<file path="src/rtl/fifo_pkg.sv">
// Shared pointer helpers for the dual-clock FIFO.
// Functions work on a wide word; callers cast to their pointer width.
package fifo_pkg;

  localparam int MAX_W = 32;

  typedef logic [MAX_W-1:0] word_t;

  function automatic int ptr_w(input int size);
    return size + 1;
  endfunction

  function automatic word_t bin2gray(input word_t b);
    return b ^ (b >> 1);
  endfunction

  function automatic word_t gray2bin(input word_t g);
    word_t b;
    b[MAX_W-1] = g[MAX_W-1];
    for (int i = MAX_W - 2; i >= 0; i--) begin
      b[i] = b[i+1] ^ g[i];
    end
    return b;
  endfunction

  // Full when write Gray equals read Gray with top two bits inverted.
  function automatic logic full_match(
    input word_t wg,
    input word_t rg,
    input int    w
  );
    return wg == (rg ^ (word_t'(3) << (w - 2)));
  endfunction

endpackage

</file>
<file path="src/rtl/sync_2ff.sv">
// Two-flop synchroniser for a Gray-coded bus.
// Async active-low reset clears both stages.
module sync_2ff #(
  parameter int W = 1
) (
  input  logic         clk,
  input  logic         rst_n,
  input  logic [W-1:0] d,
  output logic [W-1:0] q
);

  logic [W-1:0] s1;

  // Two back-to-back capture stages in the destination clock.
  always_ff @(posedge clk or negedge rst_n) begin
    if (!rst_n) begin
      s1 <= '0;
      q  <= '0;
    end else begin
      s1 <= d;
      q  <= s1;
    end
  end

endmodule

</file>
<file path="src/rtl/fifo_wr_ptr_gen.sv">
// Write-side pointer, Gray hand-off and flags for the dual-clock FIFO.
// Flags are conservative: a stale read pointer only overstates fill.
module fifo_wr_ptr_gen
  import fifo_pkg::*;
#(
  parameter int SIZE      = 4,
  parameter int AF_MARGIN = 2
) (
  input  logic            clk,
  input  logic            rst_n,
  input  logic            wr_en,
  input  logic [SIZE:0]   rd_gray,
  output logic [SIZE-1:0] wr_addr,
  output logic [SIZE:0]   wr_gray,
  output logic            full,
  output logic            almost_full,
  output logic [SIZE:0]   wr_level,
  output logic            overflow
);

  localparam int PTR_W = ptr_w(SIZE);

  localparam logic [PTR_W-1:0] AF_THR =
    PTR_W'((2 ** SIZE) - AF_MARGIN);

  logic             push;
  logic             full_next;
  logic [PTR_W-1:0] wbin;
  logic [PTR_W-1:0] wbin_next;
  logic [PTR_W-1:0] wgray_next;
  logic [PTR_W-1:0] rsync2;
  logic [PTR_W-1:0] rbin_sync;

  sync_2ff #(
    .W(PTR_W)
  ) u_rsync (
    .clk  (clk),
    .rst_n(rst_n),
    .d    (rd_gray),
    .q    (rsync2)
  );

  // Next pointer, its Gray code and the full test against it.
  always_comb begin
    push       = wr_en & ~full;
    wbin_next  = wbin + PTR_W'(push);
    wgray_next = PTR_W'(bin2gray(word_t'(wbin_next)));
    full_next  = full_match(word_t'(wgray_next),
                            word_t'(rsync2), PTR_W);
  end

  // Pointer, Gray copy and flag registers move together.
  always_ff @(posedge clk or negedge rst_n) begin
    if (!rst_n) begin
      wbin     <= '0;
      wr_gray  <= '0;
      full     <= 1'b0;
      overflow <= 1'b0;
    end else begin
      wbin     <= wbin_next;
      wr_gray  <= wgray_next;
      full     <= full_next;
      overflow <= wr_en & full;
    end
  end

  // Fill level and almost-full from registered pointers only.
  always_comb begin
    rbin_sync   = PTR_W'(gray2bin(word_t'(rsync2)));
    wr_level    = wbin - rbin_sync;
    almost_full = (wr_level >= AF_THR);
    wr_addr     = wbin[SIZE-1:0];
  end

endmodule

</file>
<file path="config.mk">
export PLATFORM = sky130hd
export DESIGN_NAME = fifo_wr_ptr_gen
export DESIGN_NICKNAME = d
export VERILOG_FILES = /design/src/rtl/fifo_pkg.sv /design/src/rtl/sync_2ff.sv /design/src/rtl/fifo_wr_ptr_gen.sv
export SDC_FILE = /design/constraint.sdc
export NUM_CORES = 1
export LEC_CHECK = 0
export ABC_AREA = 0
export BUFFER_PORTS_ARGS = -buffer_cell sky130_fd_sc_hd__buf_4
export CAP_MARGIN = 30
export CORE_ASPECT_RATIO = 1.25
export CORE_MARGIN = 2
export CORE_UTILIZATION = 50
export CTS_CLUSTER_SIZE = 12
export DETAILED_ROUTE_END_ITERATION = 6
export GPL_ROUTABILITY_DRIVEN = 1
export GPL_TIMING_DRIVEN = 0
export PLACE_DENSITY = 0.76
export SYNTH_ARGS = -nofsm -noshare
export SYNTH_HDL_FRONTEND = slang
export SYNTH_SLANG_ARGS = --single-unit
</file>
<file path="constraint.sdc">
create_clock -name clk -period 3.2 [get_ports clk]
set_input_delay 0.16 -clock clk [delete_from_list [all_inputs] [get_ports clk]]
set_output_delay 0.16 -clock clk [all_outputs]
set_load 0.005 [all_outputs]
</file>
==> out/qor.yml <==
status:
  status: "finished, final reports clean"
finish:
  nets: 134
  syn2layout_area_growth_pct: 34.44
  antennaDiodeCount: 0
  final_cell_mix: "buf_4 (28), dfrtp_1 (21), inv_1 (9), xor2_1 (9), xnor2_1 (7)"
  final_common_cell: "buf_4"
  final_area_um2: 1319
  fillers: 130
  drive_gt1_share_pct: 31.36
sta:
  worst_pin_slew_ps: 345.8
  max_freq_mhz: 338.0
  drv_slew: 0
  rsz0062_at_grt: "false"
  finalSetupViolations: 0
  holdWs_ps: 89.05
  min_period_ps: 2959
  finalSetupTns_ps: 0
  maxSlewHeadroom_pct: 76.87
  min_period_over_period_pct: 92.46
  hold_viol_final: 0
  finalClockSkew_ps: 6.724
power:
  ir_drop_v: 0.0005135
  power.density_nw_per_um2: 949.7
  leakage_uw: 0.0006414
routing:
  routed_wl_mm: 1.640
  dr.pass1.iters: 1
  route.detailed.drc: 0
  postRouteAntennaNets: 0
  vias: 675
  via_per_inst: 4.927
  wire_per_inst_um: 11.97
  dr.first_iter.drc_count: 0
yosys:
  postSynthRegisterBits: 21
  ys_seq_area_share_pct: 53.57
  syn_inst: 80
  syn_avg_cell_area_um2: 12.26
  synth.cell_area_um2: 980.9
  synth_nets: 95
  synthDistinctLibCells: 21
  ys.warnings.count: 0
placed_design:
  place_hpwl_mm: 1.237
  io_buffers: 24
  dpl_cell_area_um2: 1185
  gp_congestion: 0.6849
clocking:
  cts_max_level: 1
  ctsRootBufferMaster: "clkbuf_4"
  cts_buffers: 3
  clock_latency_ps: 290
  cts_tree: "built"
  cts_buffer_depth: 2
  clock-sinks: 21
  clk_pin_slew_ps: 100
critical_path:
  critPathRequiredTime_ps: 3040
  critPathMaxFanout: 2
  arrival_ps: 2800
  critPathKind: "flip-flop to output port"
  rr_startpoint: "full"
  cp-start-kind: "flip-flop"
  reg2reg_depth: 7
  end_kind: "output port"
  rrSetupSlack_ps: 1110
  regToRegEndpoint: "full"
floorplanning:
  die_area_um2: 2334
  rows: 17
  core_region_area_um2: 1808
  initial_core_util_pct: 54.26
  die_h_um: 53.52
  ios: 25
  fp.dieW_um: 43.62
min_path:
  hold-path-cell-count: 2
  min-delay-start: "wr_en"
  hold_path_class: "input pin to flip-flop"
  min_to: "overflow"
global_routing:
  grt_pass1_wl_mm: 2.808
  grt_pass1_vias: 712
  grtUsageTotal_pct: 17.18
  grt_overflow: 0
  grt_antenna_before_repair: 0
  grt_max_degree: 22
job:
  cap_viol_max_count: 0
-- power breakdown --
part	switching [uW]	internal (uW)
logic	332	395
clock network	68.5	48.4
registers	67.7	341
-- through the flow --
stage / setup WS [ps] / cells / power, uW / utilization (%)
after floorplan: 682.1 / 80 / 827.9 / -
after global placement: 438.4 / 123 / 1103 / 65.54
after detailed placement: 320.8 / 123 / 1134 / 65.54
after CTS: 61.57 / 134 / 1266 / 70.73
after global routing: 17.13 / 137 / 1374 / 72.94
final: 241.1 / 137 / 1252 / 72.94
-- metal layers --
metal / wire [um] / global-route usage, %
met1: 600 / 18.81
met2: 965 / 31.13
met3: 55 / 3.072
met4: 19 / 9.091
met5: 0 / 0
-- sequential cells by signal, indices dropped and copies added, names as in the netlist --
register and flops:
u_rsync.q 5, u_rsync.s1 5, wbin 5, wr_gray 4
full 1, overflow 1
-- cells in the mapped netlist --
master	instances	area, um^2
a21boi_0	1	7.510
a21oi_1	1	5.000
a221oi_2	1	15.01
and2_1	1	6.260
and3_1	1	6.260
dfrtp_1	21	525.5
fa_1	1	20.02
ha_1	6	75.07
inv_1	9	33.78
nand2_1	3	11.26
nand3_1	4	20.02
nor2_1	2	7.510
nor2b_1	3	18.77
nor3b_1	1	7.510
o21ai_0	2	10.01
o32ai_1	1	8.760
or3_1	2	12.51
xnor2_1	7	61.31
xnor2_2	1	16.27
xor2_1	11	96.34
xor2_2	1	16.27
-- area by class of cell --
cell class,count,area (um^2),share of cell area [%]
Sequential cell,21,525.5,39.85
Multi-Input combinational cell,50,439.2,33.30
Timing Repair Buffer,34,270.3,20.49
Inverter,9,33.78,2.562
Clock buffer,4,26.28,1.992
Tap cell,19,23.77,1.803
-- worst max-delay path, stage by stage, from the launching register on --
cell     delay [ps]
dfrtp_1         430
xnor2_2         240
xor2_2          220
xor2_2          190
xnor2_1          90
ha_1            220
fa_2            380
nor2b_1         120
o21ai_0         100
and3_1          210
o32ai_1         150
buf_4           160
-- kinds of logic after synthesis --
kind of cell,count (synthesis),share of synthesized area [%]
buffers and inverters,9,3.444
adders and majority gates,7,9.694
AOI/OAI and AO/OA,6,4.719
DFF,21,53.57
and+or+nand+nor,17,9.185
xor gates and xnor gates,20,19.39
-- what timing repair did --
item                       in CTS  in global routing
pin swaps                       1                  3
hold buffers                    6                  0
setup endpoints to repair       1                  2
hold endpoints to repair       26                  0
resized for setup               0                  3
setup buffers                   1                  3
-- how the worst max path moves through the flow --
stage | cells after the start | to | from
finish | 11 | almost_full | u_rsync.q[3]
global route | 11 | almost_full | u_rsync.q[3]
CTS | 11 | almost_full | u_rsync.q[4]
detailed placement | 11 | almost_full | u_rsync.q[4]
global placement | 11 | almost_full | u_rsync.q[4]
floorplan | 9 | almost_full | u_rsync.q[4]
Power figures use the tool's default switching activity.
